==> src/rtl/pipe_pkg.sv <==
// Shared MEM->WB pipeline types: the packed writeback payload and the skid-stage state encoding.
// Imported by memwb_skid_stage; the optional perf counters are gated by MEMWB_PERF_CNT_EN.
package pipe_pkg;

  typedef struct packed {
    logic [31:0] ram_rdata;
    logic        mem_read;
    logic        mem_write;
    logic        mem_sign;
    logic [1:0]  mem_sel;
    logic [31:0] result;
    logic        reg_we;
    logic [4:0]  reg_waddr;
    logic [31:0] pc;
  } memwb_payload_t;

  localparam int MEMWB_PAYLOAD_W = $bits(memwb_payload_t);

  localparam logic [1:0] MEMWB_ST_EMPTY = 2'd0;
  localparam logic [1:0] MEMWB_ST_ONE   = 2'd1;
  localparam logic [1:0] MEMWB_ST_TWO   = 2'd2;

  typedef enum logic [1:0] {
    ST_EMPTY = MEMWB_ST_EMPTY,
    ST_ONE   = MEMWB_ST_ONE,
    ST_TWO   = MEMWB_ST_TWO
  } memwb_state_e;

  // Entry count held in each state, reported on the occupancy port.
  function automatic logic [1:0] occ_of_state(memwb_state_e s);
    logic [1:0] occ;
    occ = 2'd0;
    case (s)
      ST_EMPTY: occ = 2'd0;
      ST_ONE:   occ = 2'd1;
      ST_TWO:   occ = 2'd2;
      default:  occ = 2'd0;
    endcase
    return occ;
  endfunction

endpackage

==> src/rtl/memwb_skid_stage_sat_counter.sv <==
// Saturating up-counter: increments on inc, sticks at all-ones, cleared only by async active-low reset.
module sat_counter #(
  parameter int CNT_W = 32
) (
  input  logic             clk,
  input  logic             rst,
  input  logic             inc,
  output logic [CNT_W-1:0] value
);

  logic [CNT_W-1:0] cnt_q;
  logic [CNT_W-1:0] cnt_d;

  always_comb begin
    cnt_d = cnt_q;
    if (inc && (cnt_q != {CNT_W{1'b1}})) begin
      cnt_d = cnt_q + 1'b1;
    end
  end

  always_ff @(posedge clk or negedge rst) begin
    if (!rst) begin
      cnt_q <= '0;
    end else begin
      cnt_q <= cnt_d;
    end
  end

  assign value = cnt_q;

endmodule

==> src/rtl/memwb_skid_stage.sv <==
// MEM->WB pipeline register with a 2-entry skid buffer so in_ready never depends combinationally
// on out_ready. Define MEMWB_PERF_CNT_EN to add the stall/bubble performance counters.
module memwb_skid_stage
  import pipe_pkg::*;
#(
  parameter int PAYLOAD_W       = MEMWB_PAYLOAD_W,
  parameter bit CLEAR_ON_BUBBLE = 1'b1
`ifdef MEMWB_PERF_CNT_EN
  ,
  parameter int CNT_W           = 32
`endif
) (
  input  logic                 clk,
  input  logic                 rst,
  input  logic                 flush,
  input  logic                 in_valid,
  output logic                 in_ready,
  input  logic [PAYLOAD_W-1:0] in_data,
  output logic                 out_valid,
  input  logic                 out_ready,
  output logic [PAYLOAD_W-1:0] out_data,
  output logic [1:0]           occupancy
`ifdef MEMWB_PERF_CNT_EN
  ,
  output logic [CNT_W-1:0]     stall_cnt,
  output logic [CNT_W-1:0]     bubble_cnt
`endif
);

  memwb_state_e         state_q;
  memwb_state_e         state_d;
  logic [PAYLOAD_W-1:0] main_q;
  logic [PAYLOAD_W-1:0] main_d;
  logic [PAYLOAD_W-1:0] skid_q;
  logic [PAYLOAD_W-1:0] skid_d;
  logic                 out_valid_q;
  logic                 in_ready_q;
  logic [1:0]           occ_q;

  logic push;
  logic pop;

  assign push = in_valid & in_ready_q;
  assign pop  = out_valid_q & out_ready;

  // Flush wins over everything; a push in the flush cycle is accepted upstream but dropped here.
  always_comb begin
    state_d = state_q;
    main_d  = main_q;
    skid_d  = skid_q;
    if (flush) begin
      state_d = ST_EMPTY;
      skid_d  = '0;
      if (CLEAR_ON_BUBBLE) begin
        main_d = '0;
      end
    end else begin
      case (state_q)
        ST_EMPTY: begin
          if (push) begin
            state_d = ST_ONE;
            main_d  = in_data;
          end
        end
        ST_ONE: begin
          if (push && pop) begin
            main_d = in_data;
          end else if (push) begin
            state_d = ST_TWO;
            skid_d  = in_data;
          end else if (pop) begin
            state_d = ST_EMPTY;
            if (CLEAR_ON_BUBBLE) begin
              main_d = '0;
            end
          end
        end
        ST_TWO: begin
          if (pop) begin
            state_d = ST_ONE;
            main_d  = skid_q;
            skid_d  = '0;
          end
        end
        default: begin
          state_d = ST_EMPTY;
          main_d  = '0;
          skid_d  = '0;
        end
      endcase
    end
  end

  // Handshake outputs are decoded from the next state so they land in flops alongside it.
  always_ff @(posedge clk or negedge rst) begin
    if (!rst) begin
      state_q     <= ST_EMPTY;
      main_q      <= '0;
      skid_q      <= '0;
      out_valid_q <= 1'b0;
      in_ready_q  <= 1'b1;
      occ_q       <= 2'd0;
    end else begin
      state_q     <= state_d;
      main_q      <= main_d;
      skid_q      <= skid_d;
      out_valid_q <= (state_d != ST_EMPTY);
      in_ready_q  <= (state_d != ST_TWO);
      occ_q       <= occ_of_state(state_d);
    end
  end

  assign in_ready  = in_ready_q;
  assign out_valid = out_valid_q;
  assign out_data  = main_q;
  assign occupancy = occ_q;

`ifdef MEMWB_PERF_CNT_EN
  sat_counter #(
    .CNT_W (CNT_W)
  ) u_stall_cnt (
    .clk   (clk),
    .rst   (rst),
    .inc   (out_valid_q & ~out_ready),
    .value (stall_cnt)
  );

  sat_counter #(
    .CNT_W (CNT_W)
  ) u_bubble_cnt (
    .clk   (clk),
    .rst   (rst),
    .inc   (~out_valid_q),
    .value (bubble_cnt)
  );
`endif

endmodule

==> config.mk <==
export PLATFORM = sky130hd
export DESIGN_NAME = memwb_skid_stage
export DESIGN_NICKNAME = d
export VERILOG_FILES = /design/src/rtl/pipe_pkg.sv /design/src/rtl/memwb_skid_stage_sat_counter.sv /design/src/rtl/memwb_skid_stage.sv
export SDC_FILE = /design/constraint.sdc
export NUM_CORES = 1
export LEC_CHECK = 0
export BUFFER_PORTS_ARGS = -buffer_cell sky130_fd_sc_hd__buf_4
export CAP_MARGIN = 10
export CELL_PAD_IN_SITES_DETAIL_PLACEMENT = 1
export CELL_PAD_IN_SITES_GLOBAL_PLACEMENT = 2
export CORE_UTILIZATION = 35
export CTS_BUF_LIST = sky130_fd_sc_hd__clkbuf_8
export CTS_CLUSTER_SIZE = 16
export DETAILED_ROUTE_END_ITERATION = 8
export PLACE_DENSITY = 0.79
export SLEW_MARGIN = 0
export SYNTH_ARGS = -nofsm -noshare
export SYNTH_HDL_FRONTEND = slang
export SYNTH_SLANG_ARGS = --single-unit
==> constraint.sdc <==
create_clock -name clk -period 2.25 [get_ports clk]
set_clock_uncertainty 0.05 [all_clocks]
set_input_delay 0.3375 -clock clk [delete_from_list [all_inputs] [get_ports clk]]
set_output_delay 0.3375 -clock clk [all_outputs]
set_load 0.03 [all_outputs]
Yosys cells after proc, flatten, opt, wreduce, memory -nomap -nowiden
Index checks and enable logic that the tools add are counted.
{"block": "word_totals", "output_inout_bits": 111, "elab_cells": 43, "input_bits": 112, "register_bits": 220}
{"block": "op_classes", "n_reduce_logical": 5, "n_eq_ne": 12, "mux": 18, "bitwise": 2}
{"cell": "$mux 107", "count": 8}
{"cell": "$pmux 107 s3", "count": 2}
{"cell": "$mux 2", "count": 6}
{"cell": "$ne 3x3->1 const B", "count": 4}
{"cell": "$ne 4x4->1 const B", "count": 2}
{"cell": "$reduce_and 4->1", "count": 2}
{"cell": "$pmux 2 s3", "count": 1}
{"cell": "$eq 2x1->1 const B", "count": 2}
{"cell": "$eq 2x2->1 const B", "count": 2}
{"cell": "$ne 2x2->1 const B", "count": 2}
{"cell": "$pmux 2 s2", "count": 1}
{"cell": "$and 1x1->1", "count": 2}
{"cell": "$logic_not 2->1", "count": 1}
{"cell": "$reduce_bool 2->1", "count": 1}
{"cell": "$logic_and 1x1->1", "count": 1}

Longest topological paths before layout
{"block": "logic_depth", "depth_word": 8, "mapped_depth": 8, "mapped_depth_nobuf": 4}

Worst setup path before layout
No wires, ideal clock.
{"block": "synth_timing", "path_type": "register to register", "startpoint": "register in_ready_q (netlist: in_ready)", "endpoint": "register main_q[12] (netlist: out_data[12])", "period_less_slack_ns": 1.804, "path_slack_ns": 0.446, "setup_time_ns": 0.121, "required_time_ns": 2.079, "path_buffers": 3, "stages_incl_launch_ff": 8, "arrival_time_ns": 1.633, "path_cell_list": "dfstp_2 -> nand2_1 -> o2bb2ai_1 -> nor2b_1 -> buf_2 -> buf_6 -> buf_6 -> a22o_1"}
{"block": "synth_between", "elab_chain_cells": 5, "elab_cells_between_ends": 9, "classes_between": "3 x eq/ne; 3 x mux; 1 x bitwise; 2 x reduce/logical"}
{"element": "from (decl)", "line": "memwb_skid_stage.sv:37", "text": "logic in_ready_q;"}
{"element": "from (signal assigned)", "line": "memwb_skid_stage.sv:108", "text": "in_ready_q <= (state_d != ST_TWO);"}
{"element": "$and 1x1->1 *", "line": "memwb_skid_stage.sv:43", "text": "assign push = in_valid & in_ready_q;"}
{"element": "$logic_and 1x1->1", "line": "memwb_skid_stage.sv:66", "text": "if (push && pop) begin"}
{"element": "$mux 107", "line": "memwb_skid_stage.sv:66"}
{"element": "$pmux 107 s3", "line": "memwb_skid_stage.sv:58", "text": "case (state_q)"}
{"element": "$mux 107", "line": "memwb_skid_stage.sv:51", "text": "if (flush) begin"}
{"element": "to (signal assigned)", "line": "memwb_skid_stage.sv:105", "text": "main_q <= main_d;"}
{"element": "to (decl)", "line": "memwb_skid_stage.sv:32", "text": "logic [PAYLOAD_W-1:0] main_q;"}
Mark *: on every way between the ends. The rest lies on a longest branch, timed or not.
A chain may end at the register's enable or synchronous reset.

Final worst setup path
{"block": "layout_timing", "startpoint": "register state_q[1]", "endpoint": "register skid_q[9]"}
{"block": "layout_between", "elab_chain_cells": 3, "elab_cells_between_ends": 10, "classes_between": "6 x eq/ne; 2 x mux; 2 x reduce/logical"}
{"element": "from (decl)", "line": "memwb_skid_stage.sv:30", "text": "memwb_state_e state_q;"}
{"element": "from (signal assigned)", "line": "memwb_skid_stage.sv:104", "text": "state_q <= state_d;"}
{"element": "$eq 2x1->1 (tied with other cells)", "line": "memwb_skid_stage.sv:58"}
{"element": "$ne 3x3->1 (no source line) (tied with other cells)"}
{"element": "$reduce_and 4->1 (no source line) / $mux 107 (equally long branches)"}
{"element": "to (signal assigned)", "line": "memwb_skid_stage.sv:106", "text": "skid_q <= skid_d;"}
{"element": "to (decl)", "line": "memwb_skid_stage.sv:34", "text": "logic [PAYLOAD_W-1:0] skid_q;"}
Parallel ways exist; a longest one is shown, timed or not.

==> reports/qor.txt <==
HPWL after detailed placement: 17900 um
Die Span X: 172 um
Syn nets: 874
Final setup TNS: 0 ps
Die footprint: 29500 um2
Number of flops mapped to enable cells by yosys: 0
Initial antenna violation count: 1
Leading area contributor after synthesis: dfrtp_1
VDD IR max: 0.000417 V
Final period util: 0.812
Initial drt markers: 457
Clk pin slew, worst setup/hold paths: 60 ps
Die H: 172 um
Synth top area share: 0.544
Total GRT Usage: 0.216
DRC: 0
Max-cap violation count: 0
Worst-path maximum fanout: 46
PostCTS Resize Cnt: 0
Port Buffers: 222
CP arrival: 2230 ps
Area delta synth->final: 39.0%
Setup Viol. Count Final: 0
Mapped Cells: 762
Yosys reg bits: 220
DP Worst Slack: 424 ps
Setup crit start kind: flip-flop
Final nets: 1180
Pin count of the biggest net entering global routing: 67
Core area: 28100 um2
Final design utilization: 0.499
Root buffer cell: clkbuf_8
Grt total ovfl: 0
Final Hold Violating Endpoints: 0
Critical path class: reg -> reg
Met3 usage: 0.0481
Pwr per Cell Area: 745 nW/um2
Status: completed
Syn Area/Cell: 13.2 um2
Yosys cell types: 31
Vias in the first global route: 8877
Layout Cells excl Fill: 1478
FP Rows: 61
Commonest non-fill, non-tap cell in the layout: buf_4
Mapped Area: 10100 um2
Final instance area: 14000 um2
Placement-stage cell area: 12200 um2
Worst-Skew Late Latency: 540 ps
Hold Crit Class: in -> reg
Post-route setup slack: 422 ps
Top Ports: 223
RePlAce Congestion: 0.736
First-pass GRT wire length: 49600 um
Most frequent cells in the layout: 228 x buf_4, 217 x dfrtp_1, 214 x a22o_1, 108 x o2bb2ai_1, 107 x mux2i_1
Sequential-to-total area share from yosys stat: 0.546
Pleak: 6.44 nW
Slew headroom: 0.556
Grt met1 use: 0.285
CP Data Required Time: 2650 ps
Post-CTS Setup Inserts: 0
Least-Margin Pin Slew: 666 ps
Top cells by area, synth: dfrtp_1 54%, a22o_1 19%, mux2i_1 11%, o2bb2ai_1 9.4%, buf_2 2.0%
Routed wire length: 31200 um
Total Power: 10.4 mW
Post-layout min period: 1830 ps
Unrepaired setup endpoints after global routing: no
Placed insts: 1302
FFs w/ async S/R, synth: 1.00
Ys Warns: 0
Htree depth: 2
Vias/cell: 5.49
Hold WS: 28.5 ps
Clock sinks: 220
Number of CTS-inserted buffers: 41
Highest clock rate: 547 MHz
Crit. End Element: flip-flop
First-pass DRT Iterations: 4
Drt wl/cell: 21.1 um
Maximum buffer depth of the clock tree: 3
Global routing usage on met2: 0.357
Hold Buf Count CTS: 101
Initial cell density of the core: 0.359
Routed Antenna Nets: 0
Via count: 8118
CTS tree: yes
Primary FF master, synth: dfrtp_1
Share of layout cells above drive strength 1: 0.286
Gr busiest metal: met2
Slew Limit Fails: 0
==> path summary, 6_finish.rpt <==
kind	start	to	slack (ps)	depth (start not counted)
worst min-delay path	in_data[9]	skid_q[9]	30	2
worst min register to register	skid_q[104]	skid_q[104]	450	1
worst max register to register	state_q[1]	skid_q[9]	420	5
min in group asynchronous	rst	skid_q[76]	220	2
worst max-delay path	state_q[1]	skid_q[9]	420	5
max in group asynchronous	rst	in_ready	1270	3
==> Yosys cell counts (2+ instances only) <==
master / number
a31oi_1: 2
buf_1: 4
inv_1: 2
mux2i_1: 107
a22o_1: 214
nor2b_1: 2
clkbuf_1: 17
o2bb2ai_1: 108
buf_2: 40
buf_6: 5
nand2_1: 4
nor2_1: 3
a21oi_1: 2
dfrtp_1: 219
buf_4: 17
==> worst max-delay path, cell delays in order (launching register included) <==
cell	delay (ps)
dfrtp_4	530
buf_4	220
o21bai_1	200
a21oi_4	260
buf_12	270
a22o_1	190
==> power by group <==
group | internal [mW] | switching (mW)
Sequential | 4.21 | 0.178
Combinational | 0.919 | 1.25
Clock | 2.17 | 1.71
==> final cells by class <==
type                       count  area [um2]
antenna                        1        2.50
clock buffer                  55         757
clock inverter                19        75.1
fill                        2952       14100
inverter                       2        7.51
multi-input combinational    457        4120
sequential                   220        5510
tap                          378         473
timing repair buffer         346        3060
==> sequential cells by signal, summed over array words and instances, names as in the netlist <==
register and cells:
state_q 2, out_valid 1, in_ready 1, occupancy 2, skid_q 107, out_data 107
==> kinds of logic (layout without fill, tap and decap cells) <==
family	after synthesis	in the layout	share of synthesized area
AND/OR/NAND/NOR	19	19	0.0134
multiplexers	107	107	0.106
other	0	1	0
XOR/XNOR	1	1	0.00161
buffers and inverters	85	422	0.0467
AO/OA/AOI/OAI	330	330	0.286
flip-flops	220	220	0.546
==> layer usage <==
metal / share of wire / up-vias
li1: - / 3654
met1: 0.46 / 4203
met2: 0.47 / 218
met3: 0.059 / 43
met4: 0.017 / 0
met5: 0 / -
(Power assumes the default switching activity.)
